**src/rtl/next_address_sequencer.sv**
```systemverilog
// next_address_sequencer: microprogram next-address selection with a 4-deep return stack
module next_address_sequencer (
  input  logic       Clk,
  input  logic       Reset,
  input  logic       Condition_Control,
  input  logic [2:0] N,
  input  logic [7:0] CR_Address,
  input  logic [7:0] Encoder_Address,
  output logic [7:0] State,
  output logic [2:0] Stack_Depth,
  output logic       Stack_Error
);
  logic [7:0] stack [4];
  logic [7:0] inc, top, nxt;
  logic full, empty, push, pop, err_set;
  always_comb begin
    inc = State + 8'd1;
    full = Stack_Depth == 3'd4;
    empty = Stack_Depth == 3'd0;
    top = stack[Stack_Depth[1:0] - 2'd1];
    push = N == 3'b101 && !full;
    pop = N == 3'b110 && !empty;
    err_set = (N == 3'b101 && full) || (N == 3'b110 && empty);
    nxt = inc;
    case (N)
      3'b000: nxt = Encoder_Address;
      3'b001: nxt = 8'd0;
      3'b010: nxt = CR_Address;
      3'b011: nxt = Condition_Control ? CR_Address : inc;
      3'b100: nxt = inc;
      3'b101: nxt = CR_Address;
      3'b110: nxt = empty ? 8'd0 : top;
      3'b111: nxt = Condition_Control ? inc : State;
    endcase
  end
  always_ff @(posedge Clk) begin
    if (Reset) begin
      State <= 8'd0;
      Stack_Depth <= 3'd0;
      Stack_Error <= 1'b0;
    end else begin
      State <= nxt;
      Stack_Depth <= push ? Stack_Depth + 3'd1 : pop ? Stack_Depth - 3'd1 : Stack_Depth;
      Stack_Error <= Stack_Error | err_set;
    end
  end
  always_ff @(posedge Clk)
    if (push) stack[Stack_Depth[1:0]] <= inc;
endmodule

```
**config.mk**
```make
export PLATFORM = sky130hd
export DESIGN_NAME = next_address_sequencer
export DESIGN_NICKNAME = d
export VERILOG_FILES = /design/src/rtl/next_address_sequencer.sv
export SDC_FILE = /design/constraint.sdc
export NUM_CORES = 1
export LEC_CHECK = 0
export BUFFER_PORTS_ARGS = -buffer_cell sky130_fd_sc_hd__clkbuf_2
export CORE_ASPECT_RATIO = 1.4
export CORE_MARGIN = 5
export CORE_UTILIZATION = 55
export CTS_CLUSTER_DIAMETER = 30
export DETAILED_ROUTE_END_ITERATION = 16
export GPL_TIMING_DRIVEN = 0
export HOLD_SLACK_MARGIN = 0.02
export PLACE_DENSITY = 0.78
export SYNTH_ARGS = -nofsm -noshare
export SYNTH_HDL_FRONTEND = slang
export SYNTH_SLANG_ARGS = --single-unit
```
**constraint.sdc**
```tcl
create_clock -name Clk -period 2.9 [get_ports Clk]
set_input_delay 0.29 -clock Clk [delete_from_list [all_inputs] [get_ports Clk]]
set_output_delay 0.29 -clock Clk [all_outputs]
set_load 0.005 [all_outputs]
```
## Word level (Yosys, flattened, before mapping)

Memories as Yosys holds them, arrays and structs flattened.
Cells that the tools add are included.

| operators by class | value |
|---|---|
| add/subtract/negate cells | 4 |
| equality and inequality tests | 9 |
| muxes and demuxes | 8 |
| bitwise gates (word level) | 1 |
| reductions and logical operators | 11 |

Operators by type and width:

| cell | number |
|---|---|
| one-hot mux 8 bit (7 select lines) | 1 |
| 2-to-1 mux 8 bit | 3 |
| == test 3 bit (second input constant) | 5 |
| adder 8 x 1 -> 8 bit (second input constant) | 1 |
| == test 3 x 2 -> 1 bit (second input constant) | 2 |
| zero test 3 bit | 2 |
| 2-to-1 mux 3 bit | 2 |
| logical AND 1 bit | 4 |
| adder 3 x 1 -> 3 bit (second input constant) | 1 |
| == test 3 x 1 -> 1 bit (second input constant) | 1 |
| subtractor 3 x 1 -> 3 bit (second input constant) | 1 |
| zero test 1 bit | 2 |
| 2-to-1 mux 1 bit | 2 |
| != test 2 bit (second input constant) | 1 |
| nonzero test 2 bit | 1 |
| OR reduction 2 bit | 1 |
| subtractor 2 x 1 -> 2 bit (second input constant) | 1 |
| logical OR 1 bit | 1 |
| OR 1 bit | 1 |

| word-level totals | value |
|---|---|
| bits in registers | 12 |
| RAM bits | 32 |
| bits of input ports | 22 |
| output and inout bits | 12 |
| word-level logic and storage cells | 37 |
| memories | 1 |

Memory list:

| name | depth | width | read ports | clocked after Yosys merged registers in | wr ports | RTL line | RTL |
|---|---|---|---|---|---|---|---|
| stack | 4 | 8 | 1 | 0 | 1 | 13 | `logic [7:0] stack [4];` |

## Depth between registers and ports, before layout

| logic depth | value |
|---|---|
| depth after elaboration | 5 |
| gate-level depth with buffers | 9 |
| gate-level depth less buffers | 8 |

## Worst setup path before layout

OpenSTA, ideal clock, no wires.

| timing path | value |
|---|---|
| path kind | flip-flop to flip-flop |
| start point | register Stack_Depth[0] |
| end point | register State[6] |
| library setup time | 0.120 ns |
| data arrival time | 2.194 ns |
| required time | 2.780 ns |
| slack | 0.586 ns |
| cell stages (with the launch flop) | 9 |
| path buffers | 2 |
| period minus slack after synthesis | 2.314 ns |
| cells stage by stage | dfxtp_1 > buf_6 > inv_1 > ha_1 > clkbuf_1 > mux4_2 > and3_1 > o31a_1 > a211o_1 |

| between the ends | value |
|---|---|
| longest elaborated chain between the ends | 4 |
| elaborated cells on any way between the ends | 5 |
| classes of those cells | add/sub: 1; mux: 2; reduce/logical: 1; memory: 1 |

Ends and longest elaborated chain:

| element | RTL line | RTL |
|---|---|---|
| start: declaration | 10 | `output logic [2:0] Stack_Depth,` |
| start signal: assignment | 43 | `Stack_Depth <= push ? Stack_Depth + 3'd1 : pop ? Stack_Depth - 3'd1 : Stack_Depth;` |
| subtractor 2 x 1 -> 2 bit | 20 | `top = stack[Stack_Depth[1:0] - 2'd1];` |
| memory (4 x 8 bit) | -- |  |
| 2-to-1 mux 8 bit * | 32 | `3'b110: nxt = empty ? 8'd0 : top;` |
| one-hot mux 8 bit (7 select lines) * | 25 | `case (N)` |
| end signal: assignment | 42 | `State <= nxt;` |
| end: declaration | 9 | `output logic [7:0] State,` |

Mark *: on every way between the ends. The rest lies on a longest branch, timed or not.
A chain may end at the register's enable or synchronous reset.

## Final worst setup path

Ends and elaborated chain as after synthesis.

==> impl_metrics.csv <==
group,metric,value,unit
outcome,status,"complete, no violations",
power,p_switching,377,µW
yosys,synthCells,208,
worst_setup_path,worst_path_max_delay_cell,"dfxtp_1",
placed_design,io_buffers,33,
worst_setup_path,end_kind,"register",
drt,wl_per_cell,17.9,µm
worst_setup_path,crit_required,3.10,ns
floorplan,start_util,56.6,%
yosys,synthArstFlopShare,0,%
power,p_leak,0.00103,µW
drt,final_antenna_net_count,0,
floorplan,rows,28,
clock_tree,h-tree-depth,2,
timing,maxSlewHeadroom,47.6,%
worst_setup_path,setup.worst_path.start,"Stack_Depth[0]",
timing,fmax,383,MHz
power,p_sw_share,27.7,%
power,pwr-share-comb,17.1,%
final_layout,n_antenna_cell,0,
power,clock_power_share,29.2,%
placed_design,hpwl,4090,µm
clock_tree,cts_tree,"done",
timing,fin_crit_sh,90.1,%
worst_setup_path,critPathLaunchType,"register",
worst_setup_path,timing.rr.start,"Stack_Depth[0]",
timing,finClkSkew,0.00604,ns
yosys,yosysUniqueCellTypes,47,
timing,finalMaxSlewViolations,0,
drt,via_count,1877,
global_routing,track_usage,20.5,%
global_routing,first_global_vias,1791,
final_layout,fin_cells,309,
clock_tree,clk_pin_slew,0.09,ns
drt,vias_per_cell,6.07,
clock_tree,clkLatencyLatePin,0.30,ns
drt,drt-initial-drc-count,453,
final_layout,drive_above_1_share,19.7,%
drt,dr.pass1.iters,5,
final_layout,syn_to_final_growth,13.9,%
min_path,hp-class,"input pin to register",
global_routing,grt_max_degree,17,
floorplan,die_y,88.2,µm
final_layout,nets,276,
yosys,synth_edf_count,32,
yosys,synth_seq_cells,44,
power,p_seq_share,53.7,%
timing,finalCriticalPeriod,2.61,ns
timing,worst_pin_slew,0.780,ns
drt,drcViolationCount,0,
worst_setup_path,slowest_delay,0.44,ns
clock_tree,postCtsSetupBuffers,0,
floorplan,die-area,0.00581,mm²
worst_setup_path,crit_fanout,10,
floorplan,die_w,65.8,µm
yosys,ys.flop_type,"edfxtp_1",
timing,setup_violations,0,
clock_tree,clk_path_buf_depth,2,
final_layout,fin_util,64.5,%
yosys,avgSynthCellArea,11.5,µm²
clock_tree,cts-buffers-inserted,5,
worst_setup_path,worst_ep_arrival_time,2.81,ns
placed_design,gp_routability_congestion,0.921,
min_path,min_from,"Encoder_Address[7]",
worst_setup_path,cp_num_buf_inv,3,
clock_tree,cts_resized,0,
floorplan,io_pins,34,
drt,routed_wl,5520,µm
power,powerDensity,497,mW/mm²
power,irDropWorstVdd,0.313,mV
yosys,yosysSeqAreaShare,50.0,%
yosys,synth_area,0.00240,mm²
global_routing,antenna_found_initial,0,
power,p_total,1360,µW
yosys,ys_warn_count,0,
run,maxCapViolCount,0,
clock_tree,cts_sinks,44,
worst_setup_path,worstPathCellList,"buf_6, inv_1, ha_1, clkbuf_1, mux4_2, and3_1, o31a_1, a211o_1",
global_routing,grt-ovfl-total,0,
clock_tree,cts_root_buf,"clkbuf_8",
power,power.internal,982,µW
clock_tree,postCtsHoldBufs,0,
floorplan,core,0.00424,mm²
global_routing,grt_pass1_wl,8760,µm
yosys,syn_nets,236,
timing,hold_viol,0,
timing,rsz0062_at_grt,"no",
timing,tns,0,ns
worst_setup_path,crit_type,"register to register",
worst_setup_path,cp_top_family,"buffers and inverters",
placed_design,dp.cells,301,
[cells in the final DEF, fill, tap and decap left out, types with 3 or more instances in the layout]
| cell type | synthesis | layout |
|---|---|---|
| clkbuf_2 | 0 | 33 |
| edfxtp_1 | 32 | 32 |
| nor2_1 | 14 | 14 |
| dfxtp_1 | 12 | 12 |
| inv_1 | 11 | 11 |
| nand2_1 | 10 | 10 |
| nand3_1 | 10 | 10 |
| nor3_1 | 8 | 8 |
| clkbuf_1 | 8 | 8 |
| mux4_1 | 7 | 7 |
| nand3b_1 | 6 | 6 |
| and3_1 | 6 | 6 |
| nor4_1 | 5 | 5 |
| o211ai_1 | 5 | 5 |
| ha_1 | 5 | 5 |
| clkbuf_8 | 0 | 5 |
| xnor2_1 | 4 | 4 |
| a21oi_1 | 4 | 4 |
| nand2b_1 | 4 | 4 |
| o31ai_1 | 4 | 4 |
| and2_1 | 4 | 4 |
| or2_2 | 3 | 3 |
| and3b_1 | 3 | 3 |
| nor2b_1 | 3 | 3 |
| o21ai_0 | 3 | 3 |
| a22oi_1 | 3 | 3 |
| o311ai_0 | 3 | 3 |
[worst paths after layout]
| path | to | slack, ns | depth (start not counted) |
|---|---|---|---|
| max | State[6] | 0.29 | 8 |
| min | State[7] | 0.34 | 3 |
| max reg2reg | State[6] | 0.29 | 8 |
| min reg2reg | State[7] | 0.53 | 2 |
[power by group through the flow]
stage,combinational (µW),sequential (µW),clock [µW]
after floorplan,151,738,0
after global placement,226,743,0
after detailed placement,229,744,0
after CTS,231,729,410
after global routing,256,733,434
final,232,729,397
[final cells by class]
| type | count | area (µm²) |
|---|---|---|
| flip-flops and latches | 44 | 1200 |
| inverters | 11 | 41.3 |
| clock buffers | 5 | 68.8 |
| well taps | 60 | 75.1 |
| multi-input cells | 141 | 1100 |
| clock inverters | 3 | 25.0 |
| repair buffers | 33 | 165 |
| plain buffers | 12 | 60.1 |
| fillers | 333 | 1500 |
[sequential cells by signal (all words and copies together) (netlist names)]
signal and cells:
State 8, stack 32, Stack_Depth 3, Stack_Error 1
[cell usage after synthesis, types with 2 or more instances]
| master | number | area share (%) |
|---|---|---|
| a21boi_0 | 2 | 0.63 |
| a21oi_1 | 4 | 0.83 |
| a221o_1 | 2 | 0.83 |
| a221oi_1 | 2 | 0.73 |
| a222oi_1 | 2 | 0.83 |
| a22oi_1 | 3 | 0.94 |
| a31oi_1 | 2 | 0.52 |
| and2_1 | 4 | 1.0 |
| and3_1 | 6 | 1.6 |
| and3b_1 | 3 | 1.1 |
| buf_4 | 2 | 0.63 |
| clkbuf_1 | 8 | 1.3 |
| dfxtp_1 | 12 | 10 |
| edfxtp_1 | 32 | 40 |
| ha_1 | 5 | 2.6 |
| inv_1 | 11 | 1.7 |
| mux4_1 | 7 | 7.7 |
| nand2_1 | 10 | 1.6 |
| nand2b_1 | 4 | 1.0 |
| nand3_1 | 10 | 2.1 |
| nand3b_1 | 6 | 1.9 |
| nor2_1 | 14 | 2.2 |
| nor2b_1 | 3 | 0.78 |
| nor3_1 | 8 | 1.7 |
| nor3b_1 | 2 | 0.63 |
| nor4_1 | 5 | 1.3 |
| o211ai_1 | 5 | 1.6 |
| o21ai_0 | 3 | 0.63 |
| o221ai_1 | 2 | 0.73 |
| o311ai_0 | 3 | 1.1 |
| o31a_1 | 2 | 0.73 |
| o31ai_1 | 4 | 1.3 |
| or2_2 | 3 | 0.78 |
| xnor2_1 | 4 | 1.5 |
[kinds of logic after synthesis]
family / Yosys count / share of synthesized area, %
xor+xnor: 5 / 1.82
mux: 9 / 9.02
fa+ha+maj: 6 / 3.44
compound gates: 40 / 12.7
simple gates: 81 / 18.8
flops: 44 / 50.0
buf+inv: 23 / 4.22
[stage by stage]
step | hold slack [ns] | setup slack [ns] | area [µm²]
6_report | 0.337 | 0.286 | 2740
5_1_grt | 0.357 | 0.108 | 2740
3_3_place_gp | 0.456 | 0.292 | 2640
2_1_floorplan | 0.461 | 0.586 | 2400
4_1_cts | 0.333 | 0.256 | 2740
3_5_place_dp | 0.521 | 0.268 | 2640
[worst min-delay path, delay by kind of cell]
family,cells,cell delay [ns]
compound gates,2,0.23
buf+inv,1,0.08
[metal layers]
layer	wire length [µm]	global-route usage [%]	up-vias
li1	-	-	888
met1	2300	24.9	888
met2	2670	35.0	86
met3	392	3.72	15
met4	154	9.25	0
met5	0	0	-
Power figures use the tool's default switching activity.
